===== config.mk =====
export PLATFORM = sky130hd
export DESIGN_NAME = vedic_seq_mult
export DESIGN_NICKNAME = d
export VERILOG_FILES = /design/src/rtl/vedic_pkg.sv /design/src/rtl/vedic_2x2_core.sv /design/src/rtl/vedic_seq_mult.sv
export SDC_FILE = /design/constraint.sdc
export NUM_CORES = 1
export LEC_CHECK = 0
export CAP_MARGIN = 25
export CORE_MARGIN = 1
export CORE_UTILIZATION = 50
export DETAILED_ROUTE_END_ITERATION = 16
export DONT_BUFFER_PORTS = 1
export GPL_TIMING_DRIVEN = 0
export SYNTH_ARGS = -nofsm -noshare
export SYNTH_HDL_FRONTEND = slang
export SYNTH_HIERARCHICAL = 1
export SYNTH_SLANG_ARGS = --single-unit

===== constraint.sdc =====
create_clock -name clk -period 6.3 [get_ports clk]
set_clock_uncertainty 0.1 [all_clocks]
set_input_delay 1.26 -clock clk [delete_from_list [all_inputs] [get_ports clk]]
set_output_delay 1.26 -clock clk [all_outputs]
set_load 0.02 [all_outputs]

===== src/rtl/vedic_pkg.sv =====
// Shared types and helpers for the sequential Vedic multiplier.
//   state_e      : controller states (IDLE, CALC, DONE)
//   DIGIT_W      : digit width consumed by the 2x2 core per cycle
//   digit_count(): number of digits per operand for a given width
package vedic_pkg;

    typedef enum logic [1:0] {
        IDLE = 2'd0,
        CALC = 2'd1,
        DONE = 2'd2
    } state_e;

    localparam int unsigned DIGIT_W = 2;

    function automatic int unsigned digit_count(input int unsigned width);
        return width / DIGIT_W;
    endfunction

endpackage


===== src/rtl/vedic_2x2_core.sv =====
// Combinational 2x2 Urdhva-Tiryakbhyam multiplier digit core.
//   a_i : 2-bit multiplicand digit
//   b_i : 2-bit multiplier digit
//   p_o : 4-bit product a_i*b_i (0..9)
module vedic_2x2_core (
    input  logic [1:0] a_i,
    input  logic [1:0] b_i,
    output logic [3:0] p_o
);

    logic a0b0;
    logic a1b0;
    logic a0b1;
    logic a1b1;
    logic c1;

    assign a0b0 = a_i[0] & b_i[0];
    assign a1b0 = a_i[1] & b_i[0];
    assign a0b1 = a_i[0] & b_i[1];
    assign a1b1 = a_i[1] & b_i[1];

    // Carry out of the cross-product column feeds the top column.
    assign c1  = a1b0 & a0b1;
    assign p_o = {a1b1 & c1, a1b1 ^ c1, a1b0 ^ a0b1, a0b0};

endmodule


===== src/rtl/vedic_seq_mult.sv =====
// Sequential WIDTH x WIDTH unsigned multiplier: one 2x2 digit pair per cycle
// through a shared Vedic core, shifted partial products accumulated.
//   clk, rst_n           : clock, async active-low reset
//   in_valid, in_ready   : operand handshake (a, b)
//   out_valid, out_ready : product handshake (product = a*b)
//   busy                 : high while computing or holding a result
module vedic_seq_mult
    import vedic_pkg::*;
#(
    parameter int unsigned WIDTH = 8
) (
    input  logic               clk,
    input  logic               rst_n,
    input  logic               in_valid,
    output logic               in_ready,
    input  logic [WIDTH-1:0]   a,
    input  logic [WIDTH-1:0]   b,
    output logic               out_valid,
    input  logic               out_ready,
    output logic [2*WIDTH-1:0] product,
    output logic               busy
);

    localparam int unsigned D     = digit_count(WIDTH);
    localparam int unsigned PW    = 2 * WIDTH;
    localparam int unsigned IDX_W = (D > 1) ? $clog2(D) : 1;
    localparam int unsigned SH_W  = $clog2(PW);
    localparam logic [IDX_W-1:0] LAST = IDX_W'(D - 1);

    state_e           state_q;
    logic [WIDTH-1:0] a_q;
    logic [WIDTH-1:0] b_q;
    logic [PW-1:0]    acc_q;
    logic [PW-1:0]    product_q;
    logic [IDX_W-1:0] i_q;
    logic [IDX_W-1:0] j_q;
    logic             out_valid_q;
    logic             busy_q;
    logic             in_ready_q;

    logic [DIGIT_W-1:0] da;
    logic [DIGIT_W-1:0] db;
    logic [3:0]         pp;
    logic [SH_W-1:0]    sh;
    logic [PW-1:0]      acc_d;

    // Current digit pair selected from the registered operands.
    assign da = a_q[DIGIT_W*i_q +: DIGIT_W];
    assign db = b_q[DIGIT_W*j_q +: DIGIT_W];

    vedic_2x2_core u_core (
        .a_i (da),
        .b_i (db),
        .p_o (pp)
    );

    // Digit pair (i,j) has weight 4^(i+j); max shift 2*WIDTH-4 fits the accumulator.
    assign sh    = SH_W'(DIGIT_W * (int'(i_q) + int'(j_q)));
    assign acc_d = acc_q + (PW'(pp) << sh);

    // Controller: state, digit indices, accumulator and registered outputs.
    always_ff @(posedge clk or negedge rst_n) begin
        if (!rst_n) begin
            state_q     <= IDLE;
            a_q         <= '0;
            b_q         <= '0;
            acc_q       <= '0;
            product_q   <= '0;
            i_q         <= '0;
            j_q         <= '0;
            out_valid_q <= 1'b0;
            busy_q      <= 1'b0;
            in_ready_q  <= 1'b1;
        end else begin
            case (state_q)
                IDLE: begin
                    if (in_valid) begin
                        a_q        <= a;
                        b_q        <= b;
                        acc_q      <= '0;
                        i_q        <= '0;
                        j_q        <= '0;
                        state_q    <= CALC;
                        in_ready_q <= 1'b0;
                        busy_q     <= 1'b1;
                    end
                end
                CALC: begin
                    acc_q <= acc_d;
                    if (j_q == LAST) begin
                        j_q <= '0;
                        if (i_q == LAST) begin
                            i_q         <= '0;
                            product_q   <= acc_d;
                            out_valid_q <= 1'b1;
                            state_q     <= DONE;
                        end else begin
                            i_q <= i_q + IDX_W'(1);
                        end
                    end else begin
                        j_q <= j_q + IDX_W'(1);
                    end
                end
                DONE: begin
                    if (out_ready) begin
                        out_valid_q <= 1'b0;
                        busy_q      <= 1'b0;
                        in_ready_q  <= 1'b1;
                        state_q     <= IDLE;
                    end
                end
                default: state_q <= IDLE;
            endcase
        end
    end

    assign in_ready  = in_ready_q;
    assign out_valid = out_valid_q;
    assign product   = product_q;
    assign busy      = busy_q;

endmodule


# Word level (Yosys, flattened, before mapping)

Cells that the tools add are included.

$add $sub $neg: 4
Equal/unequal tests: 8
Shift-type cells: 3
Muxes and demuxes: 22
Bitwise gates (word level): 8
Reduce and logical (&&, ||, !) cells: 11

Operator list:

| kind                                                 | number |
|---|---|
| case mux 16 bit (2 select lines)                     | 1 |
| adder 16 bit                                         | 1 |
| 2-to-1 mux 16 bit                                    | 1 |
| 2-to-1 mux 2 bit                                     | 8 |
| variable part select 8 x 4 -> 2 bit                  | 2 |
| left shift 4 x 4 -> 16 bit                           | 1 |
| AND reduction 3 bit                                  | 3 |
| != test 2 bit (second input constant)                | 4 |
| case mux 2 bit (2 select lines)                      | 2 |
| AND reduction 4 bit                                  | 2 |
| AND 1 bit                                            | 6 |
| equality test 2 bit (second input constant)          | 3 |
| 2-to-1 mux 1 bit                                     | 6 |
| case mux 1 bit (2 select lines)                      | 3 |
| case mux 2 bit (3 select lines)                      | 1 |
| nonzero test 2 bit                                   | 3 |
| adder 2 x 1 -> 2 bit (second input constant)         | 2 |
| AND reduction 2 bit                                  | 2 |
| adder 2 x 2 -> 3 bit                                 | 1 |
| equality test 2 x 1 -> 1 bit (second input constant) | 1 |
| logical NOT 2 bit                                    | 1 |
| XOR 1 bit                                            | 2 |

Flip-flop bits (word level): 57
Input bits: 20
Output and inout bits: 19

# Depth between registers and ports, before layout

Gate-level depths: netlist of run 1.

Word-level depth: 7
Mapped depth: 14
Depth with buffers taken out: 13

# By module

Netlist of run 1, hierarchy kept.

By module, submodules not included:

| module         | instances | cells an instance | area each (µm²) | sequential area each (µm²) |
|---|---|---|---|---|
| vedic_seq_mult | 1         | 389               | 3358.2          | 1427.6 |
| vedic_2x2_core | 1         | 7                 | 57.6            | 0.0 |

# Worst setup path after synthesis of run 1

OpenSTA, ideal clock, no wires.

Kind: flip-flop to flip-flop
Start point: register j_q[0]
End point: register acc_q[12]
Setup time: 0.069 ns
Data arrival time: 3.371 ns
Required time: 6.131 ns
Slack: 2.760 ns
Cell stages (with the launch flop): 13
Path buffers: 0
Period minus slack after synthesis: 3.540 ns
Path through: dfrtp_1 > mux4_2 > and2_1 > ha_1 > ha_1 > a31oi_1 > nor2b_1 > ha_1 > a21o_1 > a221oi_2 > o21bai_2 > or3_1 > nand3_1

Longest elaborated chain between the ends: 7
Elaborated cells between the ends (all ways): 13
Those cells by class: add/sub: 2; shift: 2; mux: 1; bitwise: 8

RTL lines:

| item                                | line                  | source |
|---|---|---|
| start, declared                     | vedic_seq_mult.sv:36  | `logic [IDX_W-1:0] j_q;` |
| start signal, assigned              | vedic_seq_mult.sv:101 | `j_q <= j_q + IDX_W'(1);` |
| variable part select 8 x 4 -> 2 bit | vedic_seq_mult.sv:49  | `assign db = b_q[DIGIT_W*j_q +: DIGIT_W];` |
| net db[0]                           | vedic_seq_mult.sv:42  | `logic [DIGIT_W-1:0] db;` |
| AND 1 bit                           | vedic_2x2_core.sv:18  | `assign a1b0 = a_i[1] & b_i[0];` |
| AND 1 bit                           | vedic_2x2_core.sv:23  | `assign c1 = a1b0 & a0b1;` |
| XOR 1 bit                           | vedic_2x2_core.sv:24  | `assign p_o = {a1b1 & c1, a1b1 ^ c1, a1b0 ^ a0b1, a0b0};` |
| net pp[2]                           | vedic_seq_mult.sv:43  | `logic [3:0] pp;` |
| left shift 4 x 4 -> 16 bit          | vedic_seq_mult.sv:59  | `assign acc_d = acc_q + (PW'(pp) << sh);` |
| adder 16 bit                        | vedic_seq_mult.sv:59  |  |
| case mux 16 bit (2 select lines)    | vedic_seq_mult.sv:75  | `case (state_q)` |
| end signal, assigned                | vedic_seq_mult.sv:67  | `acc_q <= '0;` |
| end signal, assigned                | vedic_seq_mult.sv:80  | `acc_q <= '0;` |
| end signal, assigned                | vedic_seq_mult.sv:89  | `acc_q <= acc_d;` |
| end, declared                       | vedic_seq_mult.sv:33  | `logic [PW-1:0] acc_q;` |

The timed path passes the listed nets, and every way through them passes these cells.
A chain may end at the register's enable or synchronous reset.

# Worst setup path after layout of run 1

Start point: register j_q[0]
End point: register product_q[10] (netlist: product[10])

Longest elaborated chain between the ends: 6
Elaborated cells between the ends (all ways): 14
Those cells by class: add/sub: 2; eq/ne: 1; shift: 2; bitwise: 8; reduce/logical: 1

RTL lines:

| item                                | line                 | source |
|---|---|---|
| variable part select 8 x 4 -> 2 bit | vedic_seq_mult.sv:49 |  |
| net db[0]                           | vedic_seq_mult.sv:42 |  |
| AND 1 bit                           | vedic_2x2_core.sv:18 |  |
| AND 1 bit                           | vedic_2x2_core.sv:23 |  |
| XOR 1 bit                           | vedic_2x2_core.sv:24 |  |
| net pp[2]                           | vedic_seq_mult.sv:43 |  |
| left shift 4 x 4 -> 16 bit          | vedic_seq_mult.sv:59 |  |
| adder 16 bit                        | vedic_seq_mult.sv:59 |  |
| end signal, assigned                | vedic_seq_mult.sv:68 | `product_q <= '0;` |
| end signal, assigned                | vedic_seq_mult.sv:94 | `product_q <= acc_d;` |
| end, declared                       | vedic_seq_mult.sv:34 | `logic [PW-1:0] product_q;` |

The timed path passes the listed nets, and every way through them passes these cells.

==> key figures, run 1 <==
Status
  – Status: finished clean

Timing
  – Final hold vios: 0
  – # setup viols final: 0
  – Tcrit/Tclk final: 65.9%
  – Max_slew headroom: 57.5%
  – Slew @ Worst Pin: 637 ps
  – Period minus WS final: 4150 ps
  – F_max: 241 MHz
  – WHS: 368 ps
  – RSZ-0062 raised after global routing: false
  – Max-slew violations: 0
  – Sum Neg Setup Slack: 0 ps

Finish
  – Nets: 449
  – Area growth from synthesis to final layout: 7.99%
  – Commonest non-fill, non-tap cell in the layout: nand2_1
  – Layout cell share with drive strength beyond 1: 7.04%
  – Most frequent cells in the layout: nand2_1 (88), dfrtp_1 (56), nand3_1 (33), o21ai_0 (33), nor2_1 (27)
  – Final Util: 57.1%
  – Final Cell Area: 0.00369 mm^2
  – ANT cells: 0

Die
  – Initial core utilization: 52.9%
  – Die area: 0.00717 mm^2
  – Core Box Area: 0.00646 mm^2
  – Die width: 84.7 um
  – Die height: 84.7 um
  – Rows: 29
  – IO Pins: 39

Global routing
  – Largest net degree at the start of global routing: 58
  – First-pass GRT wire length: 13900 um
  – Total grt overflow: 0
  – Total Routing Usage GR: 25.4%
  – Vias in the first global route: 2848
  – Initial antenna violation count: 0

Critical path
  – Cell Chain, Critical Path: mux4_2 -> and2_1 -> ha_1 -> ha_1 -> a31oi_1 -> nor2b_1 -> ha_1 -> a21o_1 -> a221oi_2 -> o21ai_0 -> xnor2_1 -> o21ai_0
  – Setup crit start kind: register
  – CP endpoint kind: register
  – Worst reg2reg startpoint: j_q[0]$_DFFE_PN0P_
  – WS Path Type: reg -> reg
  – Slowest-stage cell, CP: mux4_2
  – Worst Setup SP: j_q[0]$_DFFE_PN0P_
  – WP data arrival: roughly 4200 ps
  – Most frequent CP cell: ha_1
  – Crit-path max cell delay: 560 ps
  – Maximum fanout along the worst path: 6
  – WP data required: 6390 ps

Clocking
  – CTS tree: done
  – Clock latency on the worst-skew pair: about 340 ps
  – Worst-path clk slew: about 60 ps
  – H-tree depth: 3
  – Post-CTS sizing: 0
  – Clock Tree Root: clkbuf_8
  – Clock sink count: 57
  – Post-CTS repair timing setup buffer count: 0
  – Post-cts hold buffer count: 0
  – CTS buffer count: 9
  – CTS Buffer Depth: 2

Place
  – Dpl hpwl: 5990 um
  – Placer Congestion: 0.895
  – Placed Area: 0.00351 mm^2
  – PortBufs: 0

Detailed routing
  – Routed wire per std cell: 16.8 um
  – Detail Route Antenna Nets: 0
  – Initial DRT Pass Iterations: 4
  – Detail-routed via count per cell: 5.80
  – Iteration-0 DRC Markers: 139
  – Drt drc: 0
  – WL final: about 8000 um
  – Routed vias: 2836

Synthesis
  – Synth Cell Area: roughly 0.0034 mm^2
  – Async SR Flop Fraction: 100%
  – Register area share after synthesis: 41.8%
  – Syn_nets: around 440
  – Synth Flop Type: dfrtp_1
  – Cell variety after synth: 46
  – Post-synth EDFFs: 0
  – Syn_area_per_cell: 8.63 um^2
  – Yosys reg bits: 57
  – Cell count after synthesis: 396
  – Ys Warns: 6

Power
  – Overall Power: 0.00188 W
  – Pwr/cell area: 509 mW/mm^2
  – Peak VDD IR: 0.247 mV
  – Pleak: 1.71 nW

Min path
  – Hold_sp: b_q[5]$_DFFE_PN0P_
  – Hold WC Path Type: reg -> reg

Job
  – Number of max-cap violations: 0
## power breakdown
group | internal [W] | leakage [nW] | switching, W | total, W
clock | 0.000163 | 0.0894 | 0.000147 | 0.000310
sequential | 0.000525 | 0.666 | 0.000169 | 0.000694
combinational | 0.000340 | 0.956 | 0.000535 | 0.000874
total | 0.00103 | 1.71 | 0.000851 | 0.00188
## flip-flops by register name (all words and copies together) (netlist names), 2 cells and up
signal and flops:
a_q 8, state_q 2, i_q 2, acc_q 16
j_q 2, b_q 8, product 16
## metrics by stage
step           std cells  worst slack, ps
2_1_floorplan        396             2760
3_3_place_gp         473             2180
3_5_place_dp         473             2200
4_1_cts              489             2160
5_1_grt              489             1920
6_report             489             2150
## critical path: cells and delay by family, from the launching register on
family	cells	cell delay, ps
AOI/OAI and AO/OA	5	1370
adders and majority gates	3	860
muxes	1	560
DFF	1	490
xor gates and xnor gates	1	340
and+or+nand+nor	2	300
## path summary, 6_finish.rpt
check,slack (ps),to,depth (start not counted)
max reg2reg,2150,product[10]$_DFFE_PN0P_,12
max,2150,product[10]$_DFFE_PN0P_,12
min,370,b_q[5]$_DFFE_PN0P_,2
min in group asynchronous,500,acc_q[5]$_DFFE_PN0P_,0
max in group asynchronous,5410,in_ready$_DFFE_PN1P_,0
min reg2reg,370,b_q[5]$_DFFE_PN0P_,2
## Yosys cell counts, types with 2 or more instances
cell type  instances  area (um^2)
a211o_1            6         52.6
a21boi_0           2         15.0
a21o_1             7         52.6
a21oi_1           15         75.1
a31oi_1            2         12.5
a32o_1             2         20.0
and2_1             7         43.8
and3_1             3         18.8
clkbuf_1          20         75.1
dfrtp_1           56         1400
fa_1               2         40.0
ha_1              20          250
inv_1              7         26.3
mux2i_1            4         40.0
mux4_2             4         90.1
nand2_1           88          330
nand2b_1           5         31.3
nand3_1           33          165
nand4_1           11         68.8
nor2_1            27          101
nor2b_1            4         25.0
nor3_1             5         25.0
o21a_1             2         15.0
o21ai_0           33          165
o31ai_1            2         15.0
or3_1              2         12.5
xnor2_1            5         43.8
xor2_1             4         35.0
## kinds of logic after synthesis
kind of cell	after synthesis	share of synthesized area (%)
adders and majority gates	22	8.50
xor gates and xnor gates	9	2.31
and+or+nand+nor	188	24.7
buffers and inverters	30	3.48
muxes	8	3.81
AOI/OAI and AO/OA	82	15.4
DFF	57	41.8
## metal layers
metal / routed length [um] / global-route usage (%) / vias up / share of wire [%]
li1: - / - / 1417 / -
met1: 3700 / 30.9 / 1352 / 45
met2: 4050 / 43.6 / 48 / 49
met3: 239 / 5.11 / 19 / 2.9
met4: 215 / 11.2 / 0 / 2.6
met5: 0 / 0 / - / 0
## cell type report
| class | count | area, um^2 |
|---|---|---|
| plain buffers | 23 | 92.6 |
| clock buffers | 13 | 159 |
| well taps | 77 | 96.3 |
| clock inverters | 3 | 17.5 |
| multi-input cells | 309 | 1870 |
| flip-flops and latches | 57 | 1430 |
| inverters | 7 | 26.3 |
| fillers | 621 | 2770 |
Power figures use the tool's default switching activity.
==> run 2: changes to the inputs <==
PLACE_DENSITY = 0.68   (was unset)
clock period = 3.6 ns   (was 6.3 ns; I/O delays follow)
==> key figures, run 2 (synthesis results as in run 1) <==
Die
  – Rows: 29
  – Initial core utilization: approximately 53%
  – Die height: 84.7 um
  – Die area: 0.00717 mm^2
  – Core Box Area: 0.00646 mm^2
  – Die width: 84.7 um
  – IO Pins: 39

Critical path
  – Most frequent CP cell: ha_4
  – Worst Setup SP: j_q[0]$_DFFE_PN0P_
  – Crit path max-delay family: simple AND/OR/NAND/NOR gates
  – Crit-path max cell delay: 560 ps
  – Worst reg2reg startpoint: j_q[0]$_DFFE_PN0P_
  – Reg-to-reg critical path endpoint: product[14]$_DFFE_PN0P_
  – Cell Chain, Critical Path: mux4_2 -> and2_4 -> ha_4 -> ha_4 -> mux2i_4 -> nor2_1 -> ha_4 -> a21o_1 -> a221oi_4 -> buf_4 -> or3_2 -> nand4_1 -> nand3_1
  – Maximum fanout along the worst path: 4
  – WP data required: around 3700 ps
  – WP data arrival: roughly 3600 ps
  – CP endpoint kind: register
  – Buffer and inverter count on the worst path: 1
  – Slowest-stage cell, CP: mux4_2
  – R2r setup slk: 100 ps
  – R2R depth: 13
  – Setup crit start kind: register
  – WS Path Type: reg -> reg

Place
  – Placer Congestion: ~0.91
  – Dpl ws: -438 ps
  – PortBufs: 0
  – Placed Area: 0.00351 mm^2
  – Placed insts: ~470
  – Dpl hpwl: 5850 um

Clocking
  – Clock latency on the worst-skew pair: ~350 ps
  – CTS Buffer Depth: 2
  – Clock sink count: 57
  – H-tree depth: 3
  – CTS buffer count: 9
  – Worst-path clk slew: 70 ps
  – Clock Tree Root: clkbuf_8
  – CTS tree: done

Global routing
  – Total grt overflow: 0
  – Total Routing Usage GR: 25.5%
  – First-pass GRT wire length: 14000 um
  – Initial antenna violation count: 0
  – Largest net degree at the start of global routing: 57
  – Vias in the first global route: 2873

Detailed routing
  – Detail Route Antenna Nets: 0
  – Initial DRT Pass Iterations: 4
  – Detail-routed via count per cell: between 5 and 6
  – Iteration-0 DRC Markers: 125
  – Routed wire per std cell: 17.2 um
  – WL final: 8630 um
  – Routed vias: 2933
  – Drt drc: 0

Timing
  – Period minus WS final: 3500 ps
  – # setup viols final: 0
  – Final WS setup: 99.1 ps
  – Max-slew violations: 0
  – Max_slew headroom: 59.9%
  – F_max: between 200 and 300 MHz
  – Final hold vios: 0
  – Slew @ Worst Pin: 602 ps
  – Tcrit/Tclk final: 97.2%
  – Sum Neg Setup Slack: 0 ps

Job
  – Number of max-cap violations: 0

Finish
  – Filler Cell Count: roughly 560
  – FF+latch area: approximately 0.0014 mm^2
  – Area growth from synthesis to final layout: 19.5%
  – Commonest non-fill, non-tap cell in the layout: nand2_1
  – Most frequent cells in the layout: nand2_1 (87), dfrtp_1 (54), nand3_1 (32), o21ai_0 (29), nor2_1 (25)
  – Layout cell share with drive strength beyond 1: 19.1%
  – Nets: 461
  – ANT cells: 0
  – Fin cells: 501
  – Final Cell Area: slightly above 0.004 mm^2
  – Area of the multi-input gates: 0.00210 mm^2

Power
  – Pleak: approximately 1.8 nW
  – Overall Power: 0.00388 W
  – Pwr/cell area: around 950 mW/mm^2
  – Peak VDD IR: 0.467 mV

Status
  – Status: finished clean

Min path
  – Hold WC Path Type: in -> async
-- run 2: what timing repair did --
action                                  in CTS  in global routing
pin swaps                                    5                 12
setup buffers                                7                  7
endpoints found under the setup margin      22                 16
cloned                                       0                  0
hold endpoints to repair                    56                  0
gates resized for setup                     22                 33
hold buffers                                 1                  0
-- run 2: final cells by class --
class                   instances  area share [%]
plain buffers                  20            2.08
well taps                      77            2.36
multi-input cells             309            51.4
repair buffers                 15            3.43
flip-flops and latches         57            35.0
clock buffers                  10            3.37
inverters                       7           0.644
clock inverters                 6            1.62
-- run 2: layer usage --
| layer | vias to the layer above | wire length, um | GRT usage (%) |
|---|---|---|---|
| met4 | 0 | 252 | 14.3 |
| met1 | 1395 | 3810 | 32.3 |
| li1 | 1436 | - | - |
| met2 | 78 | 4220 | 41.7 |
| met3 | 24 | 345 | 4.33 |
| met5 | - | 0 | 0 |
-- run 2: report_power, final --
group	switching, W	leakage [nW]	internal, W	total [W]
combinational	0.00112	1.05	0.000909	0.00203
sequential	0.000304	0.664	0.000921	0.00122
clock	0.000284	0.0949	0.000339	0.000623
-- run 2: worst max path at each step --
stage / slack, ps / depth (start not counted) / end
floorplan: 60 / 12 / acc_q[12]$_DFFE_PN0P_
global placement: -440 / 12 / product[12]$_DFFE_PN0P_
detailed placement: -440 / 12 / acc_q[8]$_DFFE_PN0P_
CTS: 40 / 13 / product[10]$_DFFE_PN0P_
global route: -20 / 15 / product[14]$_DFFE_PN0P_
finish: 100 / 13 / product[14]$_DFFE_PN0P_
-- run 2: metrics by stage --
stage	hold slack, ps	util (%)
2_1_floorplan	324	-
3_3_place_gp	326	54.4
3_5_place_dp	326	54.4
4_1_cts	98.7	60.6
5_1_grt	95.3	63.2
6_report	105	63.2
==> run 3: changes to the inputs <==
PLACE_DENSITY = unset   (was 0.68)
PLACE_DENSITY_LB_ADDON = 0.05   (was unset)
==> key figures, run 3 (synthesis results as in run 1) <==
Clocking
  – Clock Tree Root: clkbuf_8
  – Clock sink count: 57
  – Clock latency on the worst-skew pair: 330 ps
  – Worst-path clk slew: 70 ps
  – CTS buffer count: 9
  – CTS Buffer Depth: 2
  – H-tree depth: 3
  – CTS tree: done

Die
  – Initial core utilization: a little over half
  – IO Pins: 39
  – Die area: 0.00717 mm^2
  – Rows: 29
  – Die height: roughly 85 um
  – Core Box Area: 0.00646 mm^2
  – Die width: 84.7 um

Detailed routing
  – Iteration-0 DRC Markers: approximately 190
  – WL final: 8700 um
  – Detail-routed via count per cell: 5.90
  – Detail Route Antenna Nets: 0
  – Initial DRT Pass Iterations: 6
  – Met2 WL: 4300 um
  – Highest metal used: met4
  – Met1 Routed Length: about 3900 um
  – Detail Route met3 WL: 360 um
  – Routed wire per std cell: 17.4 um
  – Routed vias: 2950
  – Drt drc: 0

Finish
  – Nets: 460
  – Area growth from synthesis to final layout: 17.3%
  – Layout cell share with drive strength beyond 1: 17.0%
  – Filler Cell Count: 579
  – Final Util: 62.0%
  – Commonest non-fill, non-tap cell in the layout: nand2_1
  – FF+latch area: 0.00143 mm^2
  – ANT cells: 0
  – Most frequent cells in the layout: nand2_1 (87), dfrtp_1 (54), nand3_1 (33), nor2_1 (25), o21ai_0 (25)
  – Area of the multi-input gates: 0.00204 mm^2
  – Final Cell Area: roughly 0.004 mm^2

Place
  – Placer Congestion: between 0.9 and 1
  – PortBufs: 0
  – Placed Area: approximately 0.0035 mm^2
  – Dpl hpwl: 6060 um

Timing
  – Max-slew violations: 0
  – Period minus WS final: about 3500 ps
  – Tcrit/Tclk final: 97.4%
  – Slew @ Worst Pin: 600 ps
  – F_max: ~290 MHz
  – Max_slew headroom: 60.0%
  – # setup viols final: 0
  – Final hold vios: 0

Global routing
  – Vias in the first global route: around 2800
  – Total Routing Usage GR: between 20% and 30%
  – Initial antenna violation count: 0
  – Largest net degree at the start of global routing: between 50 and 60
  – Total grt overflow: 0
  – First-pass GRT wire length: ~14000 um

Critical path
  – Setup crit start kind: register
  – Maximum fanout along the worst path: 5
  – WP data required: 3700 ps
  – WS Path Type: reg -> reg
  – WP data arrival: 3610 ps
  – CP endpoint kind: register

Power
  – Net Switching: 0.00166 W
  – Pwr/cell area: 937 mW/mm^2
  – Peak VDD IR: between 0.4 and 0.5 mV
  – Clk network pwr share: 16.1%
  – Pleak: 1.80 nW
  – Sequential share of power: 32.2%
  – Internal power: 0.00209 W
  – Net Sw Frac: ~44%
  – Overall Power: 0.00375 W
  – Combinational share of power: slightly above 50%

Job
  – Number of max-cap violations: 0

Min path
  – Hold WC Path Type: in -> async

Status
  – Status: finished clean
-- run 3: changes by cell type in the layout (fill, tap and decap cells not counted), sizes merged --
cell / previous run / this run
buf: 18 / 16
clkbuf: 27 / 29
clkinv: 1 / 2
clkinvlp: 3 / 2
inv: 8 / 7
-- run 3: path summary, 6_finish.rpt --
kind	from	depth (start not counted)	slack [ps]	endpoint
setup / recovery	i_q[0]$_DFFE_PN0P_	13	90	acc_q[10]$_DFFE_PN0P_
hold / removal	rst_n	0	120	in_ready$_DFFE_PN1P_
setup reg to reg	i_q[0]$_DFFE_PN0P_	13	90	acc_q[10]$_DFFE_PN0P_
hold reg to reg	a_q[4]$_DFFE_PN0P_	2	370	a_q[4]$_DFFE_PN0P_
max in group asynchronous	rst_n	1	2990	i_q[0]$_DFFE_PN0P_
min in group clk	a_q[4]$_DFFE_PN0P_	2	370	a_q[4]$_DFFE_PN0P_
-- run 3: metrics by stage --
step	setup TNS (ps)	setup slack [ps]	cells	hold slack, ps
2_1_floorplan	0	60.2	396	324
3_3_place_gp	-5170	-484	473	326
3_5_place_dp	-5730	-492	473	326
4_1_cts	0	4.13	497	102
5_1_grt	-34.3	-16.3	500	96.2
6_report	0	93.9	500	120
-- run 3: what timing repair did --
item | 4_1_cts | 5_1_grt
endpoints found under the hold margin | 56 | 0
pin swaps | 8 | 11
hold buffers | 1 | 0
buffers inserted | 8 | 5
resized for setup | 20 | 28
endpoints found under the setup margin | 21 | 18
-- run 3: layout make-up --
class | instances | area share, %
multi-input combinational | 309 | 51.0
timing repair buffer | 14 | 3.31
clock inverter | 5 | 1.37
buffer | 20 | 2.06
inverter | 7 | 0.656
sequential | 57 | 35.7
clock buffer | 11 | 3.53
tap | 77 | 2.40
-- run 3: layer usage --
layer  vias to the layer above  track usage [%]
li1                       1435                -
met1                      1423             32.0
met2                        76             44.5
met3                        16             4.92
met4                         0             10.8
met5                         -                0
-- run 3: power by group through the flow --
stage | logic, W | clock network (W) | registers [W]
4_1_cts | 0.00173 | 0.000612 | 0.00121
2_1_floorplan | 0.00120 | 0 | 0.00117
3_3_place_gp | 0.00149 | 0 | 0.00122
3_5_place_dp | 0.00152 | 0 | 0.00123
5_1_grt | 0.00214 | 0.000640 | 0.00124
6_report | 0.00194 | 0.000604 | 0.00121
-- run 3: worst max-delay path, cell delays in order, from the launching register on --
cell,delay (ps)
dfrtp_2,410
mux4_2,560
and2_4,170
ha_4,150
ha_4,230
a31oi_2,190
nor2b_1,80
ha_1,360
a21o_1,240
a221oi_4,390
o21ai_1,140
xnor2_1,150
buf_4,150
o21ai_1,60
